===== src/rtl/pc_sequencer_pkg.sv =====
// Shared types and constants for the program-counter sequencer.
// Optional feature macro: PC_ALIGN_CHECK_EN (misaligned redirect -> exception vector).
package pc_sequencer_pkg;

  typedef enum logic [1:0] {
    BOOT = 2'd0,
    RUN  = 2'd1,
    HOLD = 2'd2,
    PEND = 2'd3
  } state_t;

  typedef enum logic [1:0] {
    SRC_NONE = 2'd0,
    SRC_BR   = 2'd1,
    SRC_J    = 2'd2,
    SRC_JR   = 2'd3
  } redir_src_t;

  localparam logic [31:0] DEFAULT_RESET_VECTOR = 32'h0000_0000;
  localparam logic [31:0] DEFAULT_EXC_VECTOR   = 32'h0000_0080;
  localparam logic [31:0] PC_INC               = 32'd4;

`ifdef PC_ALIGN_CHECK_EN
  localparam bit ALIGN_CHECK = 1'b1;
`else
  localparam bit ALIGN_CHECK = 1'b0;
`endif

  // Redirect priority: jr beats jump beats a taken branch.
  function automatic redir_src_t pick_source(input logic jr, input logic jump,
                                             input logic br_taken);
    if (jr)            return SRC_JR;
    else if (jump)     return SRC_J;
    else if (br_taken) return SRC_BR;
    else               return SRC_NONE;
  endfunction

endpackage


===== src/rtl/pc_sequencer_target_calc.sv =====
// Combinational redirect target selection for pc_sequencer.
// With PC_ALIGN_CHECK_EN defined, a misaligned target is replaced by EXC_VECTOR
// and flagged on misaligned; otherwise targets pass through verbatim.
import pc_sequencer_pkg::*;

module pc_target_calc #(
  parameter logic [31:0] EXC_VECTOR = DEFAULT_EXC_VECTOR
) (
  input  logic [31:0] pc_plus4,
  input  logic        br_taken,
  input  logic [15:0] br_imm,
  input  logic        jump,
  input  logic [25:0] jump_idx,
  input  logic        jr,
  input  logic [31:0] jr_target,
  output logic [31:0] target,
  output logic        redirect_valid,
  output logic        misaligned
);

  redir_src_t  src;
  logic [31:0] raw;

  // Pick the winning request, form its target, then apply the alignment substitution.
  always_comb begin
    src = pick_source(jr, jump, br_taken);
    raw = pc_plus4;
    case (src)
      SRC_JR:  raw = jr_target;
      SRC_J:   raw = {pc_plus4[31:28], jump_idx, 2'b00};
      SRC_BR:  raw = pc_plus4 + {{14{br_imm[15]}}, br_imm, 2'b00};
      default: raw = pc_plus4;
    endcase
    redirect_valid = (src != SRC_NONE);
    misaligned     = ALIGN_CHECK && redirect_valid && (raw[1:0] != 2'b00);
    target         = misaligned ? EXC_VECTOR : raw;
  end

endmodule


===== src/rtl/pc_sequencer.sv =====
// Program counter owner: sequential fetch, redirects, stall hold with a
// one-entry pending redirect buffer, and a one-cycle flush after each redirect.
// Optional feature macro: PC_ALIGN_CHECK_EN (sticky addr_err on misaligned redirect).
//
// Handshake: there is no ready/valid pair; stall=1 means "do not advance this
// cycle", and any redirect seen during a stall is held (latest wins) until the
// first cycle with stall=0, where a same-cycle redirect still takes precedence.
import pc_sequencer_pkg::*;

module pc_sequencer #(
  parameter logic [31:0] RESET_VECTOR = DEFAULT_RESET_VECTOR,
  parameter logic [31:0] EXC_VECTOR   = DEFAULT_EXC_VECTOR
) (
  input  logic        clk,
  input  logic        rst,
  input  logic        stall,
  input  logic        br_taken,
  input  logic [15:0] br_imm,
  input  logic        jump,
  input  logic [25:0] jump_idx,
  input  logic        jr,
  input  logic [31:0] jr_target,
  output logic [31:0] pc,
  output logic [31:0] pc_plus4,
  output logic        pc_valid,
  output logic        flush,
  output logic        addr_err
);

  state_t      state;
  logic [31:0] pend_target;
  logic        pend_err;
  logic [31:0] target;
  logic        redirect_valid;
  logic        misaligned;

  assign pc_plus4 = pc + PC_INC;

  pc_target_calc #(
    .EXC_VECTOR(EXC_VECTOR)
  ) u_target_calc (
    .pc_plus4      (pc_plus4),
    .br_taken      (br_taken),
    .br_imm        (br_imm),
    .jump          (jump),
    .jump_idx      (jump_idx),
    .jr            (jr),
    .jr_target     (jr_target),
    .target        (target),
    .redirect_valid(redirect_valid),
    .misaligned    (misaligned)
  );

  // Sequencer FSM: owns pc, pending redirect, and the registered status outputs.
  always_ff @(posedge clk) begin
    if (rst) begin
      state       <= BOOT;
      pc          <= RESET_VECTOR;
      pend_target <= '0;
      pend_err    <= 1'b0;
      pc_valid    <= 1'b0;
      flush       <= 1'b0;
      addr_err    <= 1'b0;
    end else begin
      flush <= 1'b0;
      case (state)
        BOOT: begin
          pc_valid <= 1'b1;
          state    <= RUN;
        end
        RUN, HOLD: begin
          if (stall) begin
            if (redirect_valid) begin
              pend_target <= target;
              pend_err    <= misaligned;
              state       <= PEND;
            end else begin
              state <= HOLD;
            end
          end else begin
            if (redirect_valid) begin
              pc    <= target;
              flush <= 1'b1;
              if (misaligned) addr_err <= 1'b1;
            end else begin
              pc <= pc_plus4;
            end
            state <= RUN;
          end
        end
        PEND: begin
          if (stall) begin
            if (redirect_valid) begin
              pend_target <= target;
              pend_err    <= misaligned;
            end
          end else begin
            if (redirect_valid) begin
              pc <= target;
              if (misaligned) addr_err <= 1'b1;
            end else begin
              pc <= pend_target;
              if (pend_err) addr_err <= 1'b1;
            end
            flush       <= 1'b1;
            pend_target <= '0;
            pend_err    <= 1'b0;
            state       <= RUN;
          end
        end
        default: state <= BOOT;
      endcase
    end
  end

endmodule


===== config.mk =====
export PLATFORM = sky130hd
export DESIGN_NAME = pc_sequencer
export DESIGN_NICKNAME = d
export VERILOG_FILES = /design/src/rtl/pc_sequencer_pkg.sv /design/src/rtl/pc_sequencer_target_calc.sv /design/src/rtl/pc_sequencer.sv
export SDC_FILE = /design/constraint.sdc
export NUM_CORES = 1
export LEC_CHECK = 0
export ABC_AREA = 1
export BUFFER_PORTS_ARGS = -buffer_cell sky130_fd_sc_hd__clkbuf_2
export CORE_UTILIZATION = 40
export DETAILED_ROUTE_END_ITERATION = 10
export PLACE_DENSITY_LB_ADDON = 0.25
export SLEW_MARGIN = 20
export SYNTH_ARGS = -nofsm -noshare
export SYNTH_HDL_FRONTEND = slang
export SYNTH_HIERARCHICAL = 1
export SYNTH_SLANG_ARGS = --single-unit
export TNS_END_PERCENT = 50

===== constraint.sdc =====
create_clock -name clk -period 3.35 [get_ports clk]
set_clock_uncertainty 0.05 [all_clocks]
set_input_delay 0.67 -clock clk [delete_from_list [all_inputs] [get_ports clk]]
set_output_delay 0.67 -clock clk [all_outputs]
set_load 0.03 [all_outputs]

==> flow_results.xml <==
<?xml version="1.0" encoding="UTF-8"?>
<metrics>
  <group name="drt">
    <metric name="drcViolationCount" unit="">0</metric>
    <metric name="detail_route.wirelength" unit="um">27900</metric>
    <metric name="drt.antenna.violating_nets" unit="">0</metric>
    <metric name="routed_length_per_instance" unit="um">16.9</metric>
    <metric name="via_count" unit="">8744</metric>
    <metric name="drt-initial-drc-count" unit="">918</metric>
    <metric name="first_pass_iters" unit="">5</metric>
    <metric name="detail_route.vias_per_cell" unit="">5.31</metric>
  </group>
  <group name="global_routing">
    <metric name="grt.total_usage" unit="">0.296</metric>
    <metric name="grt-ovfl-total" unit="">0</metric>
    <metric name="first_pass_grt_wire_length" unit="um">41500</metric>
    <metric name="maximum_number_of_pins_on_one_net_before_global_route_repair" unit="">33</metric>
    <metric name="first_global_vias" unit="">7769</metric>
    <metric name="antenna_violations_before_repair" unit="">0</metric>
  </group>
  <group name="logic_synthesis">
    <metric name="synth_area_per_inst" unit="sq um">5.87</metric>
    <metric name="syn_area" unit="sq um">7110</metric>
    <metric name="ys_types" unit="">48</metric>
    <metric name="synth-async-reset-ratio" unit="">0</metric>
    <metric name="synth_sequential_area_ratio" unit="">0.197</metric>
    <metric name="mappedNetlistNets" unit="">1325</metric>
    <metric name="synth_simple_gate_area_share" unit="">0.420</metric>
    <metric name="synth_compound_gate_area_share" unit="">0.166</metric>
    <metric name="synth-warning-count" unit="">6</metric>
    <metric name="synth_adder_area_share" unit="">0.0609</metric>
    <metric name="yosys.area_share.xor_xnor" unit="">0.0285</metric>
    <metric name="muxShareOfSynthArea" unit="">0</metric>
    <metric name="synth_cells" unit="">1211</metric>
    <metric name="largest_family_of_logic_cells_by_synthesized_area" unit="">simple AND/OR/NAND/NOR gates</metric>
    <metric name="synth-seq-cells" unit="">70</metric>
    <metric name="synth_edf_count" unit="">0</metric>
    <metric name="synthFlopType" unit="">dfxtp_1</metric>
  </group>
  <group name="finish">
    <metric name="antennaDiodeCount" unit="">0</metric>
    <metric name="syn_to_final_growth" unit="%">34.0</metric>
    <metric name="final_layout_size_suffix_gt1_frac" unit="">0.292</metric>
    <metric name="final_area" unit="sq um">9530</metric>
    <metric name="multiInputGateArea" unit="sq um">5380</metric>
    <metric name="n_fill_cell" unit="">1782</metric>
    <metric name="area.sequential" unit="sq um">1440</metric>
    <metric name="finish.net_count" unit="">1530</metric>
  </group>
  <group name="critical_path">
    <metric name="critical_path_required" unit="ns">3.52</metric>
    <metric name="timing.critical_path.arrival" unit="ns">3.38</metric>
    <metric name="critical_path.max_fanout" unit="">5</metric>
    <metric name="worstSetupStartpointType" unit="">flip-flop</metric>
    <metric name="crit_path_end_kind" unit="">flip-flop</metric>
    <metric name="ws_path_type" unit="">flip-flop to flip-flop</metric>
    <metric name="worst-r2r-setup-slack" unit="ns">0.13</metric>
  </group>
  <group name="floorplanning">
    <metric name="fp.dieH" unit="um">135</metric>
    <metric name="rows" unit="">48</metric>
    <metric name="top_level_pins" unit="">147</metric>
    <metric name="floorplan.initialDensity" unit="">0.410</metric>
    <metric name="floorplan.die_area" unit="sq um">18300</metric>
    <metric name="design.core.area" unit="sq um">17400</metric>
    <metric name="floorplan.die.width" unit="um">135</metric>
  </group>
  <group name="power_and_ir_drop">
    <metric name="power.static_leakage" unit="nW">4.73</metric>
    <metric name="vdd_drop_max" unit="mV">0.242</metric>
    <metric name="power_per_cell_area" unit="nW/um^2">411</metric>
  </group>
  <group name="cts">
    <metric name="cts_tree" unit="">done</metric>
    <metric name="cts.reportedPaths.clkPinSlew" unit="ns">0.06</metric>
    <metric name="ctsHtreeMaxLevel" unit="">3</metric>
    <metric name="clock_latency" unit="ns">0.33</metric>
    <metric name="cts.sink_count" unit="">70</metric>
    <metric name="ctsLongestPathBuffers" unit="">2</metric>
    <metric name="cts_buffers" unit="">9</metric>
    <metric name="clockRootBuffer" unit="">clkbuf_16</metric>
  </group>
  <group name="sta">
    <metric name="rsz0062_at_grt" unit="">true</metric>
    <metric name="post-route-period-util" unit="">0.960</metric>
    <metric name="worst_slew_margin_rel" unit="">0.470</metric>
    <metric name="setup_viol" unit="">0</metric>
    <metric name="timing.setup.tns" unit="ns">0</metric>
    <metric name="max_slew.worst_pin.slew" unit="ns">0.795</metric>
    <metric name="max_clock_freq" unit="MHz">311</metric>
    <metric name="fin_crit" unit="ns">3.22</metric>
    <metric name="final_hold_viol_count" unit="">0</metric>
    <metric name="slew_violations" unit="">0</metric>
  </group>
  <group name="hold_path">
    <metric name="hold_path.class" unit="">flip-flop to flip-flop</metric>
  </group>
  <group name="run">
    <metric name="max_cap_violations" unit="">0</metric>
  </group>
  <group name="placed_design">
    <metric name="detailed_place.area" unit="sq um">8580</metric>
    <metric name="placer_congestion" unit="">0.987</metric>
    <metric name="placement.io_buffers" unit="">146</metric>
    <metric name="place_hpwl" unit="um">22100</metric>
  </group>
  <group name="status">
    <metric name="status" unit="">finished, final reports clean</metric>
  </group>
</metrics>
==> cell usage after synthesis (9+ instances only) <==
library cell	count	area share
a211oi_1	15	0.016
a21oi_1	75	0.053
buf_2	20	0.014
clkbuf_1	14	0.0074
dfxtp_1	70	0.20
ha_1	33	0.058
inv_1	176	0.093
nand2_1	412	0.22
nand2_2	18	0.016
nand3_1	60	0.042
nand3b_1	9	0.0095
nand4_1	30	0.026
nor2_1	75	0.040
nor2_2	10	0.0088
nor2_4	11	0.017
nor3_1	14	0.0099
o21ai_0	45	0.032
o22ai_1	32	0.028
==> stage by stage <==
| stage | hold WS [ns] | util | setup slack, ns | power (mW) | std cells |
|---|---|---|---|---|---|
| 2_1_floorplan | 0.379 | - | 0.0601 | 2.07 | 1211 |
| 6_report | 0.403 | 0.549 | 0.133 | 3.91 | 1646 |
| 5_1_grt | 0.429 | 0.549 | -0.0926 | 4.12 | 1646 |
| 4_1_cts | 0.401 | 0.519 | -0.00150 | 3.75 | 1639 |
| 3_3_place_gp | 0.392 | 0.495 | -0.156 | 2.67 | 1622 |
| 3_5_place_dp | 0.392 | 0.495 | -0.162 | 2.68 | 1622 |
==> final cells by class <==
| class | instances | area share |
|---|---|---|
| clock buffers | 11 | 0.0265 |
| well taps | 225 | 0.0295 |
| repair buffers | 238 | 0.149 |
| clock inverters | 5 | 0.00854 |
| multi-input cells | 917 | 0.564 |
| flip-flops and latches | 70 | 0.151 |
| inverters | 180 | 0.0712 |
==> power by group <==
group	total, mW	internal (mW)	switching, mW
clock	1.05	0.692	0.355
sequential	1.01	0.921	0.0875
combinational	1.86	0.674	1.18
total	3.91	2.29	1.63
==> routing by layer <==
layer,vias up,part of all wire,GRT usage
met5,-,0,0
met4,0,0.028,0.104
met3,52,0.074,0.0296
met2,388,0.44,0.458
met1,3995,0.46,0.425
li1,4309,-,-
==> sequential cells by signal, indices dropped and copies added (netlist names) <==
signal and flops:
pc_valid 1, state 2, pend_target 32, pc 32
addr_err 1, flush 1, pend_err 1
==> worst paths after layout <==
path	startpoint	end	cells past startpoint
setup / recovery	pc[3]$_SDFFE_PP0P_	pc[27]$_SDFFE_PP0P_	22
hold reg to reg	addr_err$_SDFFE_PP0P_	addr_err$_SDFFE_PP0P_	2
hold / removal	addr_err$_SDFFE_PP0P_	addr_err$_SDFFE_PP0P_	2
setup reg to reg	pc[3]$_SDFFE_PP0P_	pc[27]$_SDFFE_PP0P_	22
==> cell usage in the layout, fill, tap and decap left out, types with 11 or more instances in the layout <==
cell type  netlist  layout
nand2_1        412     398
inv_1          176     172
clkbuf_2         0     146
buf_4            5      92
a21oi_1         75      73
nor2_1          75      59
nand3_1         60      57
dfxtp_1         70      55
o21ai_0         45      43
o22ai_1         32      32
nand4_1         30      30
nand2_2         18      28
nor2_2          10      19
ha_4             0      19
nor2_4          11      18
nor3_1          14      13
ha_1            33      11
==> cell families after synthesis <==
| group | count (synthesis) |
|---|---|
| xor gates and xnor gates | 18 |
| buffers and inverters | 224 |
| AOI/OAI and AO/OA | 200 |
| and+or+nand+nor | 664 |
| DFF | 70 |
| other | 1 |
| adders and majority gates | 34 |
==> worst max-delay path, cell delays in order (launching register included) <==
cell and delay, ns:
dfxtp_4 0.38, ha_4 0.15, nand2_2 0.07, nor2_4 0.14
nand2_4 0.08, nor2_4 0.15, nand3_1 0.13, and2_4 0.20
ha_4 0.30, nand2_4 0.08, nor2_4 0.12, buf_4 0.12
nand2_1 0.08, nor2_1 0.11, nand2_1 0.13, nand3_1 0.10
nand2_1 0.05, nand3_1 0.08, nand4_1 0.08, nand2_1 0.08
inv_1 0.07, a211oi_2 0.23, a21oi_1 0.09
==> repair_timing <==
item | 4_1_cts | 5_1_grt
endpoints found under the setup margin | 12 | 41
gates resized for setup | 17 | 101
pin swaps | 2 | 28
buffers inserted | 1 | 7
hold buffers | 0 | 0
No activity file was read; power rests on OpenSTA's default activity.
